[config.mk]
export PLATFORM = sky130hd
export DESIGN_NAME = regfile_initiator
export DESIGN_NICKNAME = d
export VERILOG_FILES = /design/src/rtl/regfile_pkg.sv /design/src/rtl/regfile_initiator.sv
export SDC_FILE = /design/constraint.sdc
export NUM_CORES = 1
export LEC_CHECK = 0
export ABC_AREA = 1
export BUFFER_PORTS_ARGS = -buffer_cell sky130_fd_sc_hd__clkbuf_2
export CAP_MARGIN = 10
export CORE_MARGIN = 8
export CORE_UTILIZATION = 29
export CTS_CLUSTER_DIAMETER = 40
export DETAILED_ROUTE_END_ITERATION = 7
export SLEW_MARGIN = 20
export SYNTH_ARGS = -nofsm -noshare
export SYNTH_HDL_FRONTEND = slang
export SYNTH_SLANG_ARGS = --single-unit
[constraint.sdc]
create_clock -name clk -period 1.75 [get_ports clk]
set_input_delay 0.2625 -clock clk [delete_from_list [all_inputs] [get_ports clk]]
set_output_delay 0.2625 -clock clk [all_outputs]
set_load 0.01 [all_outputs]
[src/rtl/regfile_pkg.sv]
// Shared types and constants for the register file initiator.
package regfile_pkg;

  localparam int REG_ZERO = 0;
  localparam int REG_LAST = 31;

  typedef enum logic [1:0] {
    OP_READ2 = 2'd0,
    OP_WRITE = 2'd1,
    OP_COPY  = 2'd2,
    OP_CLEAR = 2'd3
  } cmd_op_t;

  typedef enum logic [2:0] {
    S_IDLE  = 3'd0,
    S_RD    = 3'd1,
    S_WR    = 3'd2,
    S_CP_RD = 3'd3,
    S_CP_WR = 3'd4,
    S_CLR   = 3'd5,
    S_RESP  = 3'd6
  } state_t;

endpackage

[src/rtl/regfile_initiator.sv]
// Command-driven initiator: sequences one host command at a time onto the register
// file read/write pins and returns the result on a response channel.
module regfile_initiator
  import regfile_pkg::*;
#(
  parameter int DATA_WIDTH = 32,
  parameter int ADDR_WIDTH = 5
) (
  input  logic                  clk,
  input  logic                  rst,
  input  logic                  cmd_valid,
  output logic                  cmd_ready,
  input  logic [1:0]            cmd_op,
  input  logic [ADDR_WIDTH-1:0] cmd_src0,
  input  logic [ADDR_WIDTH-1:0] cmd_src1,
  input  logic [ADDR_WIDTH-1:0] cmd_dst,
  input  logic [DATA_WIDTH-1:0] cmd_data,
  output logic                  rsp_valid,
  input  logic                  rsp_ready,
  output logic [DATA_WIDTH-1:0] rsp_data0,
  output logic [DATA_WIDTH-1:0] rsp_data1,
  output logic                  rsp_err,
  output logic [ADDR_WIDTH-1:0] regReadSel0,
  output logic [ADDR_WIDTH-1:0] regReadSel1,
  output logic [ADDR_WIDTH-1:0] regWriteSel,
  output logic                  writeEnable,
  output logic [DATA_WIDTH-1:0] writeData,
  input  logic [DATA_WIDTH-1:0] regReadData0,
  input  logic [DATA_WIDTH-1:0] regReadData1,
  output logic [2:0]            dbg_state
);

  localparam logic [ADDR_WIDTH-1:0] LAST_IDX = {ADDR_WIDTH{1'b1}};

  state_t                  state, state_nx;
  logic                    armed;
  logic [ADDR_WIDTH-1:0]   src0_q, src1_q, dst_q, clr_cnt;
  logic [DATA_WIDTH-1:0]   data_q;
  logic                    accept;
  logic                    reject;

  // Both channels: a transfer happens on a rising edge where valid and ready are both
  // high; the sender keeps its payload stable while valid is high and ready is low.
  assign accept    = cmd_valid & armed & (state == S_IDLE);
  assign cmd_ready = armed & (state == S_IDLE);
  assign reject    = ((cmd_op_t'(cmd_op) == OP_WRITE) || (cmd_op_t'(cmd_op) == OP_COPY)) &&
                     (cmd_dst == ADDR_WIDTH'(REG_ZERO));
  assign dbg_state = state;

  always_ff @(posedge clk or negedge rst) begin
    if (!rst) state <= S_IDLE;
    else      state <= state_nx;
  end

  always_comb begin
    state_nx    = state;
    rsp_valid   = 1'b0;
    regReadSel0 = '0;
    regReadSel1 = '0;
    regWriteSel = '0;
    writeEnable = 1'b0;
    writeData   = '0;
    case (state)
      S_IDLE: begin
        if (accept) begin
          if (reject) state_nx = S_RESP;
          else begin
            case (cmd_op_t'(cmd_op))
              OP_READ2: state_nx = S_RD;
              OP_WRITE: state_nx = S_WR;
              OP_COPY:  state_nx = S_CP_RD;
              default:  state_nx = S_CLR;
            endcase
          end
        end
      end
      S_RD: begin
        regReadSel0 = src0_q;
        regReadSel1 = src1_q;
        state_nx    = S_RESP;
      end
      S_WR: begin
        regWriteSel = dst_q;
        writeData   = data_q;
        writeEnable = 1'b1;
        state_nx    = S_RESP;
      end
      S_CP_RD: begin
        regReadSel0 = src0_q;
        state_nx    = S_CP_WR;
      end
      S_CP_WR: begin
        regWriteSel = dst_q;
        writeData   = rsp_data0;
        writeEnable = 1'b1;
        state_nx    = S_RESP;
      end
      S_CLR: begin
        regWriteSel = clr_cnt;
        writeEnable = 1'b1;
        if (clr_cnt == LAST_IDX) state_nx = S_RESP;
      end
      S_RESP: begin
        rsp_valid = 1'b1;
        if (rsp_ready) state_nx = S_IDLE;
      end
      default: state_nx = S_IDLE;
    endcase
  end

  // Command latches and response registers; the read-capture states load the
  // combinational register file data on the edge that leaves them.
  always_ff @(posedge clk or negedge rst) begin
    if (!rst) begin
      armed     <= 1'b0;
      src0_q    <= '0;
      src1_q    <= '0;
      dst_q     <= '0;
      data_q    <= '0;
      clr_cnt   <= '0;
      rsp_data0 <= '0;
      rsp_data1 <= '0;
      rsp_err   <= 1'b0;
    end else begin
      armed <= 1'b1;
      if (accept) begin
        src0_q    <= cmd_src0;
        src1_q    <= cmd_src1;
        dst_q     <= cmd_dst;
        data_q    <= cmd_data;
        clr_cnt   <= ADDR_WIDTH'(1);
        rsp_data0 <= '0;
        rsp_data1 <= '0;
        rsp_err   <= reject;
      end
      case (state)
        S_RD: begin
          rsp_data0 <= regReadData0;
          rsp_data1 <= regReadData1;
        end
        S_WR:    rsp_data0 <= data_q;
        S_CP_RD: rsp_data0 <= regReadData0;
        S_CLR:   if (clr_cnt != LAST_IDX) clr_cnt <= clr_cnt + ADDR_WIDTH'(1);
        S_RESP:  if (rsp_ready) rsp_err <= 1'b0;
        default: ;
      endcase
    end
  end

endmodule
# Yosys cells after proc, flatten, opt, wreduce, memory -nomap -nowiden
# Cells that the tools add are included.
# Widths: inputs -> output; s select.
# classes
add_sub_neg,1
mul,0
div_mod_pow,0
n_lt_le_gt_ge,0
eq_ne,13
n_shift,0
n_mux,21
n_bitwise,3
n_reduce_logical,12
# ops
operator,n
$pmux 32 s2,2
$mux 32,2
$mux 5,5
$pmux 3 s5,1
$mux 3,4
$pmux 5 s2,1
$eq 3x3->1 const B,3
$pmux 3 s3,1
$eq 3x2->1 const B,2
$ne 2x2->1 const B,3
$reduce_or 3->1,2
$add 5x1->5 const B,1
$eq 5x5->1 const B,1
$logic_not 5->1,1
$mux 1,5
$ne 5x5->1 const B,1
$reduce_or 2->1,2
$and 1x1->1,3
$eq 3x1->1 const B,1
$logic_not 3->1,1
$reduce_and 3->1,1
$reduce_bool 3->1,1
$eq 2x1->1 const B,1
$eq 2x2->1 const B,1
other kinds (4),4
# word_totals
ff_bits,121
latch_bits,0
ramBits,0
mem_bits_ro,0
inputBits,117
wordCells,60
memories,0

# Longest topological paths before layout
# Gate-level depths: netlist of the first run.
# logic_depth
word_depth,6
mapped_depth,10
mapped_depth_nobuf,10

# Worst setup path after synthesis of the first run
# No wires, ideal clock.
# synth_timing
path_kind,flip-flop to flip-flop
from,register clr_cnt[0]
to,register state[0] (netlist: dbg_state[0])
arrival_ns,1.412
t_required_ns,1.622
slack_ns,0.210
stages_incl_launch_ff,11
n_path_buf,0
synth_period_minus_slack_ns,1.540
cell_sequence,dfrtp_1 ha_1 nand2_1 nor2_1 ha_1 inv_1 nand4_1 nand2_1 nor2_1 nand2_1 nand2_1
# synth_via
elab_chain_cells,3
# synth_lines
item,line_no,rtl
start: declaration,regfile_initiator.sv:37,"logic [ADDR_WIDTH-1:0] src0_q, src1_q, dst_q, clr_cnt;"
start signal: assignment,regfile_initiator.sv:143,S_CLR: if (clr_cnt != LAST_IDX) clr_cnt <= clr_cnt + ADDR_WIDTH'(1);
$eq 5x5->1,regfile_initiator.sv:101,if (clr_cnt == LAST_IDX) state_nx = S_RESP;
$ne 2x2->1 (no source line),n/a,
$reduce_and 3->1 (no source line),n/a,
end signal: assignment,regfile_initiator.sv:52,else state <= state_nx;
end: declaration,regfile_initiator.sv:35,"state_t state, state_nx;"
# Every way passes these cells.
# A chain may end at the register's enable or synchronous reset.

# Worst setup path in the final report of the first run
# layout_timing
from,register state[0] (netlist: dbg_state[0])
to,output port writeData[15]
# layout_via
elab_chain_cells,2
elab_cells_between_ends,3
cone_classes,2 x eq/ne; 1 x mux
# layout_lines
item,line_no,rtl
$eq 3x3->1 or $eq 3x2->1 (tied branches),regfile_initiator.sv:63,case (state)
$pmux 32 s2 (*),regfile_initiator.sv:63,
end: declaration,regfile_initiator.sv:27,"output logic [DATA_WIDTH-1:0] writeData,"
# Mark *: on every way between the ends. The rest lies on a longest branch, timed or not.

==> impl_metrics.yaml, run 1 <==
sta:
  final-max-slew-violation-count: 0
  final-setup-viol-count: 45
  rsz0062_at_grt: "yes"
  fin_crit_sh_pct: 111
  layout_min_cycle_time_ps: 1930
  timing.final.hold_violations: 0
  final_critical_path_setup_slack_ps: -185
  timing.fmax_mhz: 517
  clock-skew-final_ps: 6.41
yosys:
  synth_area_leaders: "sky130_fd_sc_hd__dfrtp_1, sky130_fd_sc_hd__nand2_1, sky130_fd_sc_hd__o21ai_0"
  synthCells: 665
  synthesis.nets: 786
  synth_sequential_area_ratio_pct: 54.0
  syn_area_um2: 5610
  avgSynthCellArea_um2: 8.43
  synth.distinct_cells: 25
  postSynthRegisterBits: 121
  yosys_warnings: 0
  yosysTopAreaCellShare_pct: 54.0
  synth_top_area_cell: "sky130_fd_sc_hd__dfrtp_1"
die:
  ioPinCount: 235
  die_area_um2: 24000
  initial_utilization_pct: 29.2
  placement_rows: 51
  core_region_area_um2: 19200
  chipWidth_um: 155
  die_extent_in_y_um: 155
detailed_routing:
  routed_wirelength_um: 20000
  drt_iter0_markers: 219
  drtPass1Iterations: 7
  highest-signal-layer: "met4"
  vias_per_cell: 4.47
  postRouteAntennaNets: 0
  met2WireLength_um: 9470
  drt-wirelength-per-cell_um: 16.6
  drc_errors: 0
  met3_length_um: 2200
  wl_met1_um: 8140
  detailroute.via_count: 5383
worst_setup_path:
  timing.critical_path.slowest_cell_delay_ps: 450
  critical_path.cell_chain: "nor2_8 -> nand2_8 -> buf_16 -> o22ai_2 -> buf_2"
  cp-end-kind: "output port"
  cp_endpoint: "writeData[15]"
  reg2reg_setup_slack_ps: 110
  setup_crit_start_kind: "flip-flop"
  timing_worst_setup_path_type: "flip-flop to output port"
  worstPathRequired_ps: 1490
  setup.worst_path.start: "dbg_state[0]"
  cell_type_of_the_slowest_stage_on_the_worst_timing_path: "sky130_fd_sc_hd__dfrtp_2"
  cp_max_fo: 14
  worstReg2RegEnd: "rsp_data0[29]"
  ff2ff_path_depth: 9
  rr_startpoint: "dbg_state[2]"
  arrival_ps: 1670
worst_hold_path:
  worst_hold_path_type: "input port to flip-flop"
pwr:
  powerDensity_nw_per_um2: 1920
  total_power_mw: 16.2
  power.static_leakage_nw: 4.46
  peakVddDrop_uv: 846
run_status:
  violations: "negative setup slack"
  outcome: "finished, violations left"
cts:
  clkLatencyLatePin_ps: 410
  cts-buffers-inserted: 17
  clock_sinks: 121
  clock_path_buffers: 2
  clkSlewWorstSetupHoldPaths_ps: 60
  cts.root.buffer_cell: "sky130_fd_sc_hd__clkbuf_16"
  cts_tree: "built"
  cts-htree-levels: 4
global_route:
  antenna_found_initial: 0
  global_route.overflow_total: 0
  grt_max_degree: 48
  grtUsageTotal_pct: 16.4
  grt_pass1_wl_um: 31000
  first_global_vias: 5710
final_layout:
  num_antenna_cells: 0
  flow.area_growth_from_synthesis_pct: 50.9
  finalNetCount: 1048
  seq_area_um2: 3030
  multi_input_comb_area_um2: 2300
  finish.cell_count_without_fillers: 1205
  filler_cell_count: 1884
  drive_above_1_share_pct: 39.6
  layout.cells.most_common_list: "sky130_fd_sc_hd__clkbuf_2, sky130_fd_sc_hd__nand2_1, sky130_fd_sc_hd__dfrtp_1, sky130_fd_sc_hd__inv_1, sky130_fd_sc_hd__o21ai_0"
  mostFrequentLayoutCell: "sky130_fd_sc_hd__clkbuf_2"
placed_design:
  place.detailed.instances: 1150
  place_ws_ps: 59.1
  place_hpwl_um: 13800
  globalplace.congestion: 0.844
  portBuffers: 234
job:
  max_cap_violations: 0
## how the worst min path moves through the flow
| stage | startpoint | depth (start not counted) | to | slack (ps) |
|---|---|---|---|---|
| global route | regReadData1[29] | 3 | rsp_data1[29] | 40 |
| global placement | rst | 1 | src0_q[1] | 220 |
| floorplan | rst | 0 | armed | -30 |
| finish | regReadData1[29] | 3 | rsp_data1[29] | 50 |
| detailed placement | rst | 1 | src1_q[4] | 220 |
| CTS | regReadData1[19] | 3 | rsp_data1[19] | 30 |
## power breakdown
part	internal (mW)	total (mW)	switching, mW	leakage [nW]
combinational	3.29	7.85	4.56	2.65
sequential	4.11	4.74	0.630	1.52
clock	2.35	3.65	1.30	0.295
## cells in the mapped netlist (all sizes together)
| cell type | count |
|---|---|
| ha | 4 |
| nor2 | 25 |
| dfrtp | 121 |
| or2 | 1 |
| buf | 32 |
| o21ai | 85 |
| o21bai | 32 |
| nand3 | 41 |
| nand2 | 184 |
| inv | 96 |
| clkbuf | 6 |
| conb | 1 |
| o22ai | 32 |
| xnor2 | 1 |
| a31oi | 1 |
| xor2 | 1 |
| nand4 | 2 |
## cells by family after synthesis
group                    after synthesis  synth area share (%)
buffers and inverters                134                  10.5
flip-flops                           121                  54.0
XOR/XNOR                               2                 0.312
adder cells (fa/ha/maj)                4                 0.892
AO/OA/AOI/OAI                        150                  15.7
other                                  1                0.0669
AND/OR/NAND/NOR                      253                  18.6
## metrics by stage
step	hold slack, ps	util [%]	instance area (µm²)	TNS [ps]
final	49.4	44.1	8460	-5730
after global routing	38.8	44.1	8460	-10300
after CTS	27.7	42.6	8180	-6590
after detailed placement	223	37.4	7190	0
after global placement	221	37.4	7190	0
after floorplan	-33.1	-	5610	0
## timing repair
item	4_1_cts	5_1_grt
setup endpoints to repair	49	77
hold buffers	1	0
cloned	2	2
resized for setup	59	85
endpoints found under the hold margin	21	0
buffers inserted	13	6
pin swaps	1	2
## worst max-delay path: cells and delay by family (launching register included)
family	cells	cell delay (ps)
simple gates	2	280
flops	1	450
buf+inv	2	350
compound gates	1	170
## routing by layer
layer | vias to the layer above | global-route usage (%)
li1 | 2640 | -
met1 | 2507 | 19.3
met2 | 221 | 27.0
met3 | 15 | 7.60
met4 | 0 | 3.13
met5 | - | 0
## area by class of cell
type,instances,share of cell area [%]
Sequential cell,121,35.8
Clock inverter,11,1.71
Clock buffer,21,5.56
Inverter,96,4.38
Timing Repair Buffer,281,21.4
Multi-Input combinational cell,410,27.2
Tap cell,265,3.92
## registers in the layout, indices dropped and copies added (netlist names)
name / cells
data_q: 32
rsp_data0: 32
rsp_data1: 32
clr_cnt: 5
dst_q: 5
src0_q: 5
src1_q: 5
dbg_state: 3
armed: 1
rsp_err: 1
(Power assumes the default switching activity.)
==> inputs of run 2 (changes only) <==
==> constraint.sdc (replaced) <==
create_clock -name clk -period 2.4 [get_ports clk]
set_input_delay 0.36 -clock clk [delete_from_list [all_inputs] [get_ports clk]]
set_output_delay 0.36 -clock clk [all_outputs]
set_load 0.01 [all_outputs]
==> run 2 against run 1 <==
  * The run now ends clean
  * Combinational power down 43%
  * Power down 35%
  * Sequential share of layout area up 3.7 points
  * Highest routed layer unchanged
==> impl_metrics.yaml, run 2 (synthesis results as in run 1) <==
run_status:
  outcome: "finished, final reports clean"
detailed_routing:
  vias_per_cell: 4.48
  detailroute.via_count: 5251
  drt_iter0_markers: 283
  drc_errors: 0
  postRouteAntennaNets: 0
  drtPass1Iterations: 4
  drt-wirelength-per-cell_um: 15.5
  routed_wirelength_um: 18200
die:
  ioPinCount: 235
  die_extent_in_y_um: 155
  initial_utilization_pct: 29.2
  die_area_um2: 24000
  core_region_area_um2: 19200
  placement_rows: 51
  chipWidth_um: 155
pwr:
  p_seq_share_pct: 32.6
  power_report.internal_total_mw: 6.35
  clockPowerShare_pct: 25.0
  netSwitchingFraction_pct: 40.0
  powerDensity_nw_per_um2: 1380
  peakVddDrop_uv: 512
  comb_power_share_pct: 42.4
  total_power_mw: 10.6
  power.static_leakage_nw: 4.12
  netSwitchingPower_mw: 4.23
placed_design:
  portBuffers: 234
  place_ws_ps: 566
  place_hpwl_um: 13200
  globalplace.congestion: 0.819
  place.detailed.instances: 1139
final_layout:
  flow.area_growth_from_synthesis_pct: 36.8
  mostFrequentLayoutCell: "sky130_fd_sc_hd__clkbuf_2"
  finalNetCount: 1015
  finish.cell_count_without_fillers: 1171
  drive_above_1_share_pct: 31.8
  num_antenna_cells: 0
  layout_top_registers: "data_q (32), rsp_data0 (32), rsp_data1 (32)"
  layout.cells.most_common_list: "sky130_fd_sc_hd__clkbuf_2, sky130_fd_sc_hd__nand2_1, sky130_fd_sc_hd__dfrtp_1, sky130_fd_sc_hd__inv_1, sky130_fd_sc_hd__o21ai_0"
global_route:
  global_route.overflow_total: 0
  antenna_found_initial: 0
  grtUsageTotal_pct: 15.3
  grt_pass1_wl_um: 29500
  grt_max_degree: 70
  first_global_vias: 5635
cts:
  cts-buffers-inserted: 17
  cts.root.buffer_cell: "sky130_fd_sc_hd__clkbuf_16"
  clock_path_buffers: 2
  post_cts_setup_inserts: 0
  cts_tree: "built"
  clkLatencyLatePin_ps: 400
  clkSlewWorstSetupHoldPaths_ps: 60
  cts-htree-levels: 4
  clock_sinks: 121
sta:
  hold-worst-slack_ps: 152
  timing.fmax_mhz: 450
  final_critical_path_setup_slack_ps: 178
  clock-skew-final_ps: 8.19
  final-setup-viol-count: 0
  rsz0062_at_grt: "no"
  final-max-slew-violation-count: 0
  fin_crit_sh_pct: 92.6
  timing.final.hold_violations: 0
  setup_total_negative_slack_ps: 0
  layout_min_cycle_time_ps: 2220
job:
  max_cap_violations: 0
worst_setup_path:
  timing_worst_setup_path_type: "flip-flop to output port"
  cp_max_fo: 65
  cp-end-kind: "output port"
  setup_crit_start_kind: "flip-flop"
  worstPathRequired_ps: 2040
  arrival_ps: 1860
worst_hold_path:
  worst_hold_path_type: "input port to flip-flop"
==> run 2: cell count changes in the layout (fill, tap and decap cells not counted), moves of 10 or more <==
cell / change
sky130_fd_sc_hd__clkbuf_2: +46
sky130_fd_sc_hd__buf_2: -37
sky130_fd_sc_hd__o22ai_1: +22
sky130_fd_sc_hd__o22ai_2: -21
sky130_fd_sc_hd__buf_4: -17
sky130_fd_sc_hd__buf_6: -16
sky130_fd_sc_hd__nor2_1: +12
sky130_fd_sc_hd__nor2_4: -10
==> run 2: layout make-up <==
type / instances / area, µm²
Sequential cell: 121 / 3030
Tap cell: 265 / 332
Clock buffer: 18 / 439
Fill cell: 2008 / 11500
Inverter: 96 / 360
Timing Repair Buffer: 248 / 1340
Multi-Input combinational cell: 410 / 2000
Clock inverter: 13 / 169
==> run 2: per-stage QoR <==
step           util (%)  cell area, µm²
2_1_floorplan         -            5610
3_3_place_gp       36.7            7050
3_5_place_dp       36.7            7050
4_1_cts            39.9            7670
5_1_grt            40.0            7670
6_report           40.0            7670
==> run 2: power groups by stage <==
stage / registers [mW] / clock network (mW) / logic (mW)
floorplan: 3.63 / 0 / 2.53
global placement: 3.45 / 0 / 4.51
detailed placement: 3.47 / 0 / 4.57
CTS: 3.45 / 2.72 / 4.58
global route: 3.57 / 2.81 / 5.08
finish: 3.45 / 2.65 / 4.48
==> run 2: per-layer routing <==
layer	vias up	global-route usage, %	share of wire (%)
met4	0	4.90	1.5
met3	20	6.19	10
met5	-	0	0
met1	2439	18.6	43
li1	2584	-	-
met2	208	24.3	45
==> run 2: worst paths after layout <==
path | start | endpoint | slack, ps | cells after the start
setup / recovery | dbg_state[0] | writeData[2] | 180 | 5
hold / removal | regReadData1[26] | rsp_data1[26] | 150 | 3
setup reg to reg | clr_cnt[0] | dbg_state[0] | 650 | 10
hold reg to reg | dst_q[4] | dst_q[4] | 470 | 2
max in group asynchronous | rst | dbg_state[2] | 1210 | 3
min in group asynchronous | rst | rsp_data1[13] | 390 | 2
==> run 2: repair_timing <==
| item | CTS | global route |
|---|---|---|
| hold buffers | 1 | 0 |
| resized for setup | 0 | 1 |
| hold endpoints to repair | 21 | 0 |
| endpoints found under the setup margin | 0 | 1 |
==> run 2: critical path, stage by stage (launching register included) <==
cell and delay (ps):
sky130_fd_sc_hd__dfrtp_1 500, sky130_fd_sc_hd__nor2_8 190, sky130_fd_sc_hd__nand2_2 90, sky130_fd_sc_hd__buf_12 190, sky130_fd_sc_hd__o22ai_1 270, sky130_fd_sc_hd__clkbuf_2 190
